**config.mk**
```make
export PLATFORM = sky130hd
export DESIGN_NAME = branch_predictor_flat
export DESIGN_NICKNAME = d
export VERILOG_FILES = /design/src/rtl/branch_predictor_pkg.sv /design/src/rtl/branch_predictor_if.sv /design/src/rtl/branch_predictor_sat_counter.sv /design/src/rtl/branch_predictor.sv /design/src/flat_wrapper.sv
export SDC_FILE = /design/constraint.sdc
export NUM_CORES = 2
export LEC_CHECK = 0
export CAP_MARGIN = 20
export CORE_MARGIN = 2
export CORE_UTILIZATION = 58
export CTS_CLUSTER_DIAMETER = 120
export CTS_CLUSTER_SIZE = 12
export DETAILED_ROUTE_END_ITERATION = 6
export PLACE_DENSITY = 0.77
export SLEW_MARGIN = 25
export SYNTH_ARGS = -nofsm -noshare
export SYNTH_HDL_FRONTEND = slang
export SYNTH_HIERARCHICAL = 1
export SYNTH_SLANG_ARGS = --single-unit
```
**constraint.sdc**
```tcl
create_clock -name clk -period 56.1 [get_ports clk]
set_input_delay 11.22 -clock clk [delete_from_list [all_inputs] [get_ports clk]]
set_output_delay 11.22 -clock clk [all_outputs]
set_load 0.05 [all_outputs]
```
**src/rtl/branch_predictor_pkg.sv**
```systemverilog
// rtl/branch_predictor_pkg.sv - shared widths and 2-bit counter encoding for the branch predictor
//   Provides default PC/statistics widths, BTB depth and the saturating-counter states.
package branch_predictor_pkg;

  localparam int BP_PC_WIDTH = 32;
  localparam int BP_ENTRIES  = 16;
  localparam int BP_CNT_W    = 32;

  // Counter states; bit 1 is the taken/not-taken prediction.
  typedef enum logic [1:0] {
    BP_SNT = 2'b00,
    BP_WNT = 2'b01,
    BP_WT  = 2'b10,
    BP_ST  = 2'b11
  } bp_cnt_e;

endpackage

```
**src/rtl/branch_predictor_if.sv**
```systemverilog
// rtl/branch_predictor_if.sv - fetch lookup / EX training / statistics bundle for the branch predictor
//   master : pipeline side, drives IF_PC and the EX resolution, receives prediction and stats.
//   slave  : predictor side.
interface branch_predictor_if
  import branch_predictor_pkg::*;
#(
  parameter int PC_WIDTH = BP_PC_WIDTH,
  parameter int CNT_W    = BP_CNT_W
);

  logic [PC_WIDTH-1:0] IF_PC;
  logic                Predict_Taken;
  logic [PC_WIDTH-1:0] Predict_PC;

  logic                EX_Valid;
  logic                EX_Branch;
  logic                EX_Jal;
  logic [PC_WIDTH-1:0] EX_PC;
  logic                EX_Taken;
  logic [PC_WIDTH-1:0] EX_Target;
  logic                EX_Predict_Taken;
  logic [PC_WIDTH-1:0] EX_Predict_PC;

  logic                Mispredict;
  logic [CNT_W-1:0]    Branch_Count;
  logic [CNT_W-1:0]    Mispredict_Count;

  modport master (
    output IF_PC, EX_Valid, EX_Branch, EX_Jal, EX_PC, EX_Taken, EX_Target,
           EX_Predict_Taken, EX_Predict_PC,
    input  Predict_Taken, Predict_PC, Mispredict, Branch_Count, Mispredict_Count
  );

  modport slave (
    input  IF_PC, EX_Valid, EX_Branch, EX_Jal, EX_PC, EX_Taken, EX_Target,
           EX_Predict_Taken, EX_Predict_PC,
    output Predict_Taken, Predict_PC, Mispredict, Branch_Count, Mispredict_Count
  );

endinterface

```
**src/rtl/branch_predictor_sat_counter.sv**
```systemverilog
// rtl/branch_predictor_sat_counter.sv - combinational 2-bit saturating counter next state
//   cnt      in  current counter state
//   taken    in  resolved direction
//   cnt_next out counter state after training
module bp_sat_counter
  import branch_predictor_pkg::*;
(
  input  bp_cnt_e cnt,
  input  logic    taken,
  output bp_cnt_e cnt_next
);

  always_comb begin
    cnt_next = cnt;
    unique case (cnt)
      BP_SNT: cnt_next = taken ? BP_WNT : BP_SNT;
      BP_WNT: cnt_next = taken ? BP_WT  : BP_SNT;
      BP_WT:  cnt_next = taken ? BP_ST  : BP_WNT;
      BP_ST:  cnt_next = taken ? BP_ST  : BP_WT;
      default: cnt_next = cnt;
    endcase
  end

endmodule

```
**src/rtl/branch_predictor.sv**
```systemverilog
// rtl/branch_predictor.sv - direct-mapped BTB with 2-bit counters, misprediction flag and statistics
//   clk, rst : clock and asynchronous active-high reset
//   bp       : branch_predictor_if.slave (IF lookup, EX training, Mispredict, counters)
module branch_predictor
  import branch_predictor_pkg::*;
#(
  parameter int PC_WIDTH = BP_PC_WIDTH,
  parameter int ENTRIES  = BP_ENTRIES,
  parameter int CNT_W    = BP_CNT_W
) (
  input logic              clk,
  input logic              rst,
  branch_predictor_if.slave bp
);

  localparam int IDX_W = $clog2(ENTRIES);
  localparam int TAG_W = PC_WIDTH - IDX_W - 2;

  logic                valid_q [ENTRIES];
  logic [TAG_W-1:0]    tag_q   [ENTRIES];
  bp_cnt_e             cnt_q   [ENTRIES];
  logic [PC_WIDTH-1:0] tgt_q   [ENTRIES];

  logic [CNT_W-1:0]    br_cnt_q;
  logic [CNT_W-1:0]    mp_cnt_q;

  logic [IDX_W-1:0]    if_idx, ex_idx;
  logic [TAG_W-1:0]    if_tag, ex_tag;
  logic                if_hit, ex_hit;
  logic                upd, taken_eff, mispredict;
  bp_cnt_e             cnt_next;
  logic                unused_lsbs;

  // Instruction alignment bits carry no information for the BTB.
  assign unused_lsbs = ^{bp.IF_PC[1:0], bp.EX_PC[1:0]};

  assign if_idx = bp.IF_PC[IDX_W+1:2];
  assign if_tag = bp.IF_PC[PC_WIDTH-1:IDX_W+2];
  assign ex_idx = bp.EX_PC[IDX_W+1:2];
  assign ex_tag = bp.EX_PC[PC_WIDTH-1:IDX_W+2];

  // Lookup reads the registered table only, so a same-cycle update is seen next cycle.
  assign if_hit           = valid_q[if_idx] && (tag_q[if_idx] == if_tag);
  assign bp.Predict_Taken = if_hit && cnt_q[if_idx][1];
  assign bp.Predict_PC    = bp.Predict_Taken ? tgt_q[if_idx] : bp.IF_PC + PC_WIDTH'(4);

  assign ex_hit    = valid_q[ex_idx] && (tag_q[ex_idx] == ex_tag);
  assign upd       = bp.EX_Valid && (bp.EX_Branch || bp.EX_Jal);
  // A JAL is unconditionally taken whatever EX_Taken says.
  assign taken_eff = bp.EX_Jal || bp.EX_Taken;

  assign mispredict = upd && ((bp.EX_Predict_Taken != taken_eff) ||
                              (taken_eff && (bp.EX_Predict_PC != bp.EX_Target)));
  assign bp.Mispredict       = mispredict;
  assign bp.Branch_Count     = br_cnt_q;
  assign bp.Mispredict_Count = mp_cnt_q;

  bp_sat_counter u_sat_counter (
    .cnt      (cnt_q[ex_idx]),
    .taken    (bp.EX_Taken),
    .cnt_next (cnt_next)
  );

  always_ff @(posedge clk or posedge rst) begin
    if (rst) begin
      for (int i = 0; i < ENTRIES; i++) begin
        valid_q[i] <= 1'b0;
        tag_q[i]   <= '0;
        cnt_q[i]   <= BP_WNT;
        tgt_q[i]   <= '0;
      end
      br_cnt_q <= '0;
      mp_cnt_q <= '0;
    end else if (upd) begin
      if (bp.EX_Jal) begin
        valid_q[ex_idx] <= 1'b1;
        tag_q[ex_idx]   <= ex_tag;
        cnt_q[ex_idx]   <= BP_ST;
        tgt_q[ex_idx]   <= bp.EX_Target;
      end else if (ex_hit) begin
        cnt_q[ex_idx] <= cnt_next;
        if (bp.EX_Taken) begin
          tgt_q[ex_idx] <= bp.EX_Target;
        end
      end else if (bp.EX_Taken) begin
        // Taken miss replaces whatever lived at this index; a not-taken miss leaves it alone.
        valid_q[ex_idx] <= 1'b1;
        tag_q[ex_idx]   <= ex_tag;
        cnt_q[ex_idx]   <= BP_WT;
        tgt_q[ex_idx]   <= bp.EX_Target;
      end

      if (br_cnt_q != '1) begin
        br_cnt_q <= br_cnt_q + CNT_W'(1);
      end
      if (mispredict && (mp_cnt_q != '1)) begin
        mp_cnt_q <= mp_cnt_q + CNT_W'(1);
      end
    end
  end

endmodule
```
**src/flat_wrapper.sv**
```systemverilog
// flat-port wrapper written by rule: the top's interface ports become plain ports
module branch_predictor_flat import branch_predictor_pkg::*;
#(
  parameter int PC_WIDTH = BP_PC_WIDTH,
  parameter int ENTRIES  = BP_ENTRIES,
  parameter int CNT_W    = BP_CNT_W
)
  (clk, rst, bp_IF_PC, bp_EX_Valid, bp_EX_Branch, bp_EX_Jal, bp_EX_PC, bp_EX_Taken, bp_EX_Target, bp_EX_Predict_Taken, bp_EX_Predict_PC, bp_Predict_Taken, bp_Predict_PC, bp_Mispredict, bp_Branch_Count, bp_Mispredict_Count);
  branch_predictor_if #(.PC_WIDTH(PC_WIDTH), .CNT_W(CNT_W)) bp_i ();
  input logic clk;
  input logic rst;
  input wire logic [$bits(bp_i.IF_PC)-1:0] bp_IF_PC;
  input wire logic [$bits(bp_i.EX_Valid)-1:0] bp_EX_Valid;
  input wire logic [$bits(bp_i.EX_Branch)-1:0] bp_EX_Branch;
  input wire logic [$bits(bp_i.EX_Jal)-1:0] bp_EX_Jal;
  input wire logic [$bits(bp_i.EX_PC)-1:0] bp_EX_PC;
  input wire logic [$bits(bp_i.EX_Taken)-1:0] bp_EX_Taken;
  input wire logic [$bits(bp_i.EX_Target)-1:0] bp_EX_Target;
  input wire logic [$bits(bp_i.EX_Predict_Taken)-1:0] bp_EX_Predict_Taken;
  input wire logic [$bits(bp_i.EX_Predict_PC)-1:0] bp_EX_Predict_PC;
  output wire logic [$bits(bp_i.Predict_Taken)-1:0] bp_Predict_Taken;
  output wire logic [$bits(bp_i.Predict_PC)-1:0] bp_Predict_PC;
  output wire logic [$bits(bp_i.Mispredict)-1:0] bp_Mispredict;
  output wire logic [$bits(bp_i.Branch_Count)-1:0] bp_Branch_Count;
  output wire logic [$bits(bp_i.Mispredict_Count)-1:0] bp_Mispredict_Count;
  assign bp_i.IF_PC = bp_IF_PC;
  assign bp_i.EX_Valid = bp_EX_Valid;
  assign bp_i.EX_Branch = bp_EX_Branch;
  assign bp_i.EX_Jal = bp_EX_Jal;
  assign bp_i.EX_PC = bp_EX_PC;
  assign bp_i.EX_Taken = bp_EX_Taken;
  assign bp_i.EX_Target = bp_EX_Target;
  assign bp_i.EX_Predict_Taken = bp_EX_Predict_Taken;
  assign bp_i.EX_Predict_PC = bp_EX_Predict_PC;
  assign bp_Predict_Taken = bp_i.Predict_Taken;
  assign bp_Predict_PC = bp_i.Predict_PC;
  assign bp_Mispredict = bp_i.Mispredict;
  assign bp_Branch_Count = bp_i.Branch_Count;
  assign bp_Mispredict_Count = bp_i.Mispredict_Count;
  branch_predictor #(.PC_WIDTH(PC_WIDTH), .ENTRIES(ENTRIES), .CNT_W(CNT_W)) u_core (.clk(clk), .rst(rst), .bp(bp_i));
endmodule
```
==> impl_metrics.tcl <==
set metrics [dict create \
    synth_top_area_share_pct 48.9 \
    globalplace.congestion 0.883 \
    syn_area_um2 52400 \
    critical-path-max-stage-delay_ps 820 \
    synth_xor_area_share_pct 2.89 \
    ys.flop_type "dfrtp_1" \
    setup_viol_count_final 0 \
    grt.total_usage_pct 31.1 \
    hpwl_um 85400 \
    ys_async_sr_fraction_pct 100 \
    critPathCaptureType "output port" \
    cts_buffer_depth 3 \
    ys_types 64 \
    postRouteAntennaNets 0 \
    clock-sinks 1040 \
    ys_ff_latch 1040 \
    die_area_um2 92800 \
    synth_simple_gate_area_share_pct 3.96 \
    crit_slowest_cell "clkdlybuf4s50_1" \
    rsz0062_at_grt "false" \
    drc 0 \
    drv_cap 0 \
    power_density_nw_per_um2 35.5 \
    io_buffers 230 \
    synth_compound_area_share_pct 2.07 \
    syn_nets 3652 \
    grt_pass1_wl_um 217000 \
    die_w_um 305 \
    numCtsBuffers 96 \
    fmax_mhz 36.1 \
    relSlewSlack_pct 27.0 \
    r2r_cells 11 \
    fin_area_um2 58600 \
    syn_area_per_cell_um2 14.9 \
    synth_edf_count 0 \
    drtIter0Drc 3280 \
    holdBufCountCts 0 \
    yosysWarnings 6 \
    yosysTopAreaCell "dfrtp_1" \
    die_y_um 305 \
    vias 32600 \
    overflow 0 \
    startpoint_type "input pin" \
    hold_end "u_core/cnt_q[8]$_DFFE_PP1P_" \
    drive_above_1_share_pct 43.3 \
    first_pass_iters 7 \
    min_path_cells 1 \
    syn_to_final_growth_pct 11.8 \
    yosysSeqAreaShare_pct 49.7 \
    fin_crit_sh_pct 49.4 \
    drt-total-wl_um 142000 \
    clkTransAtPathRegs_ps 60 \
    worst_pin_slew_ps 1090 \
    synth.area.top_cells "dfrtp_1, mux2_2, mux4_2" \
    cts_setup_buffers 0 \
    vias_per_cell 6.72 \
    crit_chain "buf_8 > buf_4 > mux4_2 > mux4_2 > xnor2_1 > or3b_2 > nor4bb_1 > nand4_1 > buf_4 > mux2_2 > clkdlybuf4s50_1" \
    ios 233 \
    cp.required_ps 44880 \
    root_buffer "clkbuf_16" \
    synth_top_family_by_area "multiplexers" \
    cts_tree "built" \
    yosys.area_share.adder_pct 0.115 \
    ir_worst_vdd_mv 0.0294 \
    clock_skew_ps 18.6 \
    syn_inst 3514 \
    final_hold_viol_count 0 \
    clock_latency_ps 690 \
    wl_per_cell_um 29.4 \
    fillCellCount 6378 \
    r2r-start "u_core/tag_q[231]$_DFFE_PP0P_" \
    power.leakage_nw 24.7 \
    outcome "finished, final reports clean" \
    row_count 110 \
    initial_core_util_pct 58.4 \
    hp-class "reg2reg" \
    crit_arrival_ps 16490 \
    antenna_found_initial 11 \
    min_from "u_core/cnt_q[8]$_DFFE_PP1P_" \
    core-area_um2 89700 \
    r2r-end "u_core/tag_q[170]$_DFFE_PP0P_" \
    power.total_w 0.00208 \
    synthMuxAreaShare_pct 38.8 \
    dpl_cell_area_um2 55800 \
    grt_pass1_vias 34000 \
    final_core_util_pct 65.3 \
    cts_resized 0 \
    htree_num_levels 3 \
    period_needed_ps 27710 \
    r2r_slack_ps 51430 \
    critical_path_class "in2out" \
    final-max-slew-violation-count 0 \
    grt_start_max_net_pins 174 \
    final_nets 3774 \
    tns_ps 0 \
    worstPathMaxFanout 77 \
]
[how the worst max path moves through the flow]
stage | depth (start not counted) | end | startpoint | slack, ps
floorplan | 1 | u_core/bp.Branch_Count[0]$_DFFE_PP0P_ | rst | 15640
global placement | 12 | bp_Predict_PC[24] | bp_IF_PC[2] | 28470
detailed placement | 12 | bp_Predict_PC[24] | bp_IF_PC[2] | 28440
CTS | 12 | bp_Predict_PC[24] | bp_IF_PC[2] | 28440
global route | 12 | bp_Predict_PC[16] | bp_IF_PC[2] | 28240
finish | 11 | bp_Predict_PC[16] | bp_IF_PC[3] | 28390
[critical path, delay by kind of cell]
kind                      cells  cell delay [ps]
buffers and inverters         4             2360
muxes                         3             1500
xor gates and xnor gates      1              280
and+or+nand+nor               3              950
[Yosys cell counts, types with 4 or more instances]
cell,count
a21oi_1,32
mux2_2,955
nand4_1,37
nand3_1,51
nand2b_1,11
o22ai_1,12
mux4_2,362
buf_4,13
o2bb2ai_1,10
nor2_1,68
xor2_1,79
or2_2,18
nor3_1,18
a21o_1,4
and2_1,10
and4_1,9
nand2_1,72
a21boi_0,5
o21ai_0,21
dfrtp_1,1024
mux2_1,47
buf_6,5
nor2b_1,17
and3_1,15
dfstp_2,16
o211ai_1,5
or4_1,4
o311ai_0,5
mux2i_1,92
a22oi_1,28
buf_2,59
buf_1,36
clkbuf_1,172
a22o_1,5
nor3_2,12
xnor2_1,94
a211oi_1,8
nor4_1,16
inv_1,13
nand4b_1,4
or3_1,7
[logic make-up after synthesis]
family | Yosys count
AND/OR/NAND/NOR | 382
AO/OA/AOI/OAI | 158
multiplexers | 1456
XOR/XNOR | 173
buffers and inverters | 300
flip-flops | 1040
adder cells (fa/ha/maj) | 5
[state kept, by name, indices dropped and copies added (netlist names)]
| name | count |
|---|---|
| u_core/tgt_q | 512 |
| u_core/tag_q | 416 |
| u_core/bp.Branch_Count | 32 |
| u_core/bp.Mispredict_Count | 32 |
| u_core/cnt_q | 32 |
| u_core/valid_q | 16 |
[power breakdown]
part / total (W) / internal, W / switching, W
clock: 0.000602 / 0.000317 / 0.000285
combinational: 0.000465 / 0.000268 / 0.000197
sequential: 0.00101 / 0.000910 / 0.000102
[through the flow]
step                      std cells  setup WS, ps  hold slack [ps]
final                          4843         28390              488
after global routing           4842         28240              502
after floorplan                3514         15640              457
after CTS                      4834         28440              491
after detailed placement       4710         28440              478
after global placement         4709         28470              475
[cell type report]
| class | count | area [um^2] | area share (%) |
|---|---|---|---|
| clock inverter | 7 | 163 | 0.278 |
| clock buffer | 117 | 2500 | 4.27 |
| tap | 1176 | 1470 | 2.51 |
| timing repair buffer | 309 | 3020 | 5.15 |
| inverter | 15 | 63.8 | 0.109 |
| multi-input combinational | 2174 | 25300 | 43.2 |
| sequential | 1040 | 26000 | 44.4 |
| antenna | 5 | 12.5 | 0.0214 |
[metal layers]
| metal | vias to the layer above | global-route usage (%) | routed length, um |
|---|---|---|---|
| li1 | 13400 | - | - |
| met5 | - | 0 | 92 |
| met3 | 262 | 6.21 | 11200 |
| met1 | 17500 | 44.0 | 59000 |
| met2 | 1317 | 48.6 | 67800 |
| met4 | 14 | 10.7 | 4300 |
[layout by cell type, fill, tap and decap left out, drive strengths merged, types with 7 or more instances in the layout]
cell / count
nor4: 17
mux2: 1002
nand4: 37
mux4: 362
nand2b: 11
o2bb2ai: 10
or3: 7
nor2b: 17
a22oi: 28
a211oi: 8
clkbuf: 118
dfrtp: 1024
nand3: 51
o22ai: 12
buf: 86
xor2: 79
xnor2: 94
mux2i: 92
and4: 9
o21ai: 22
inv: 15
and3: 15
and2: 10
or2: 19
nor3: 30
dfstp: 16
nor2: 68
nand2: 72
clkdlybuf4s50: 222
a21oi: 32
Power figures use the tool's default switching activity.
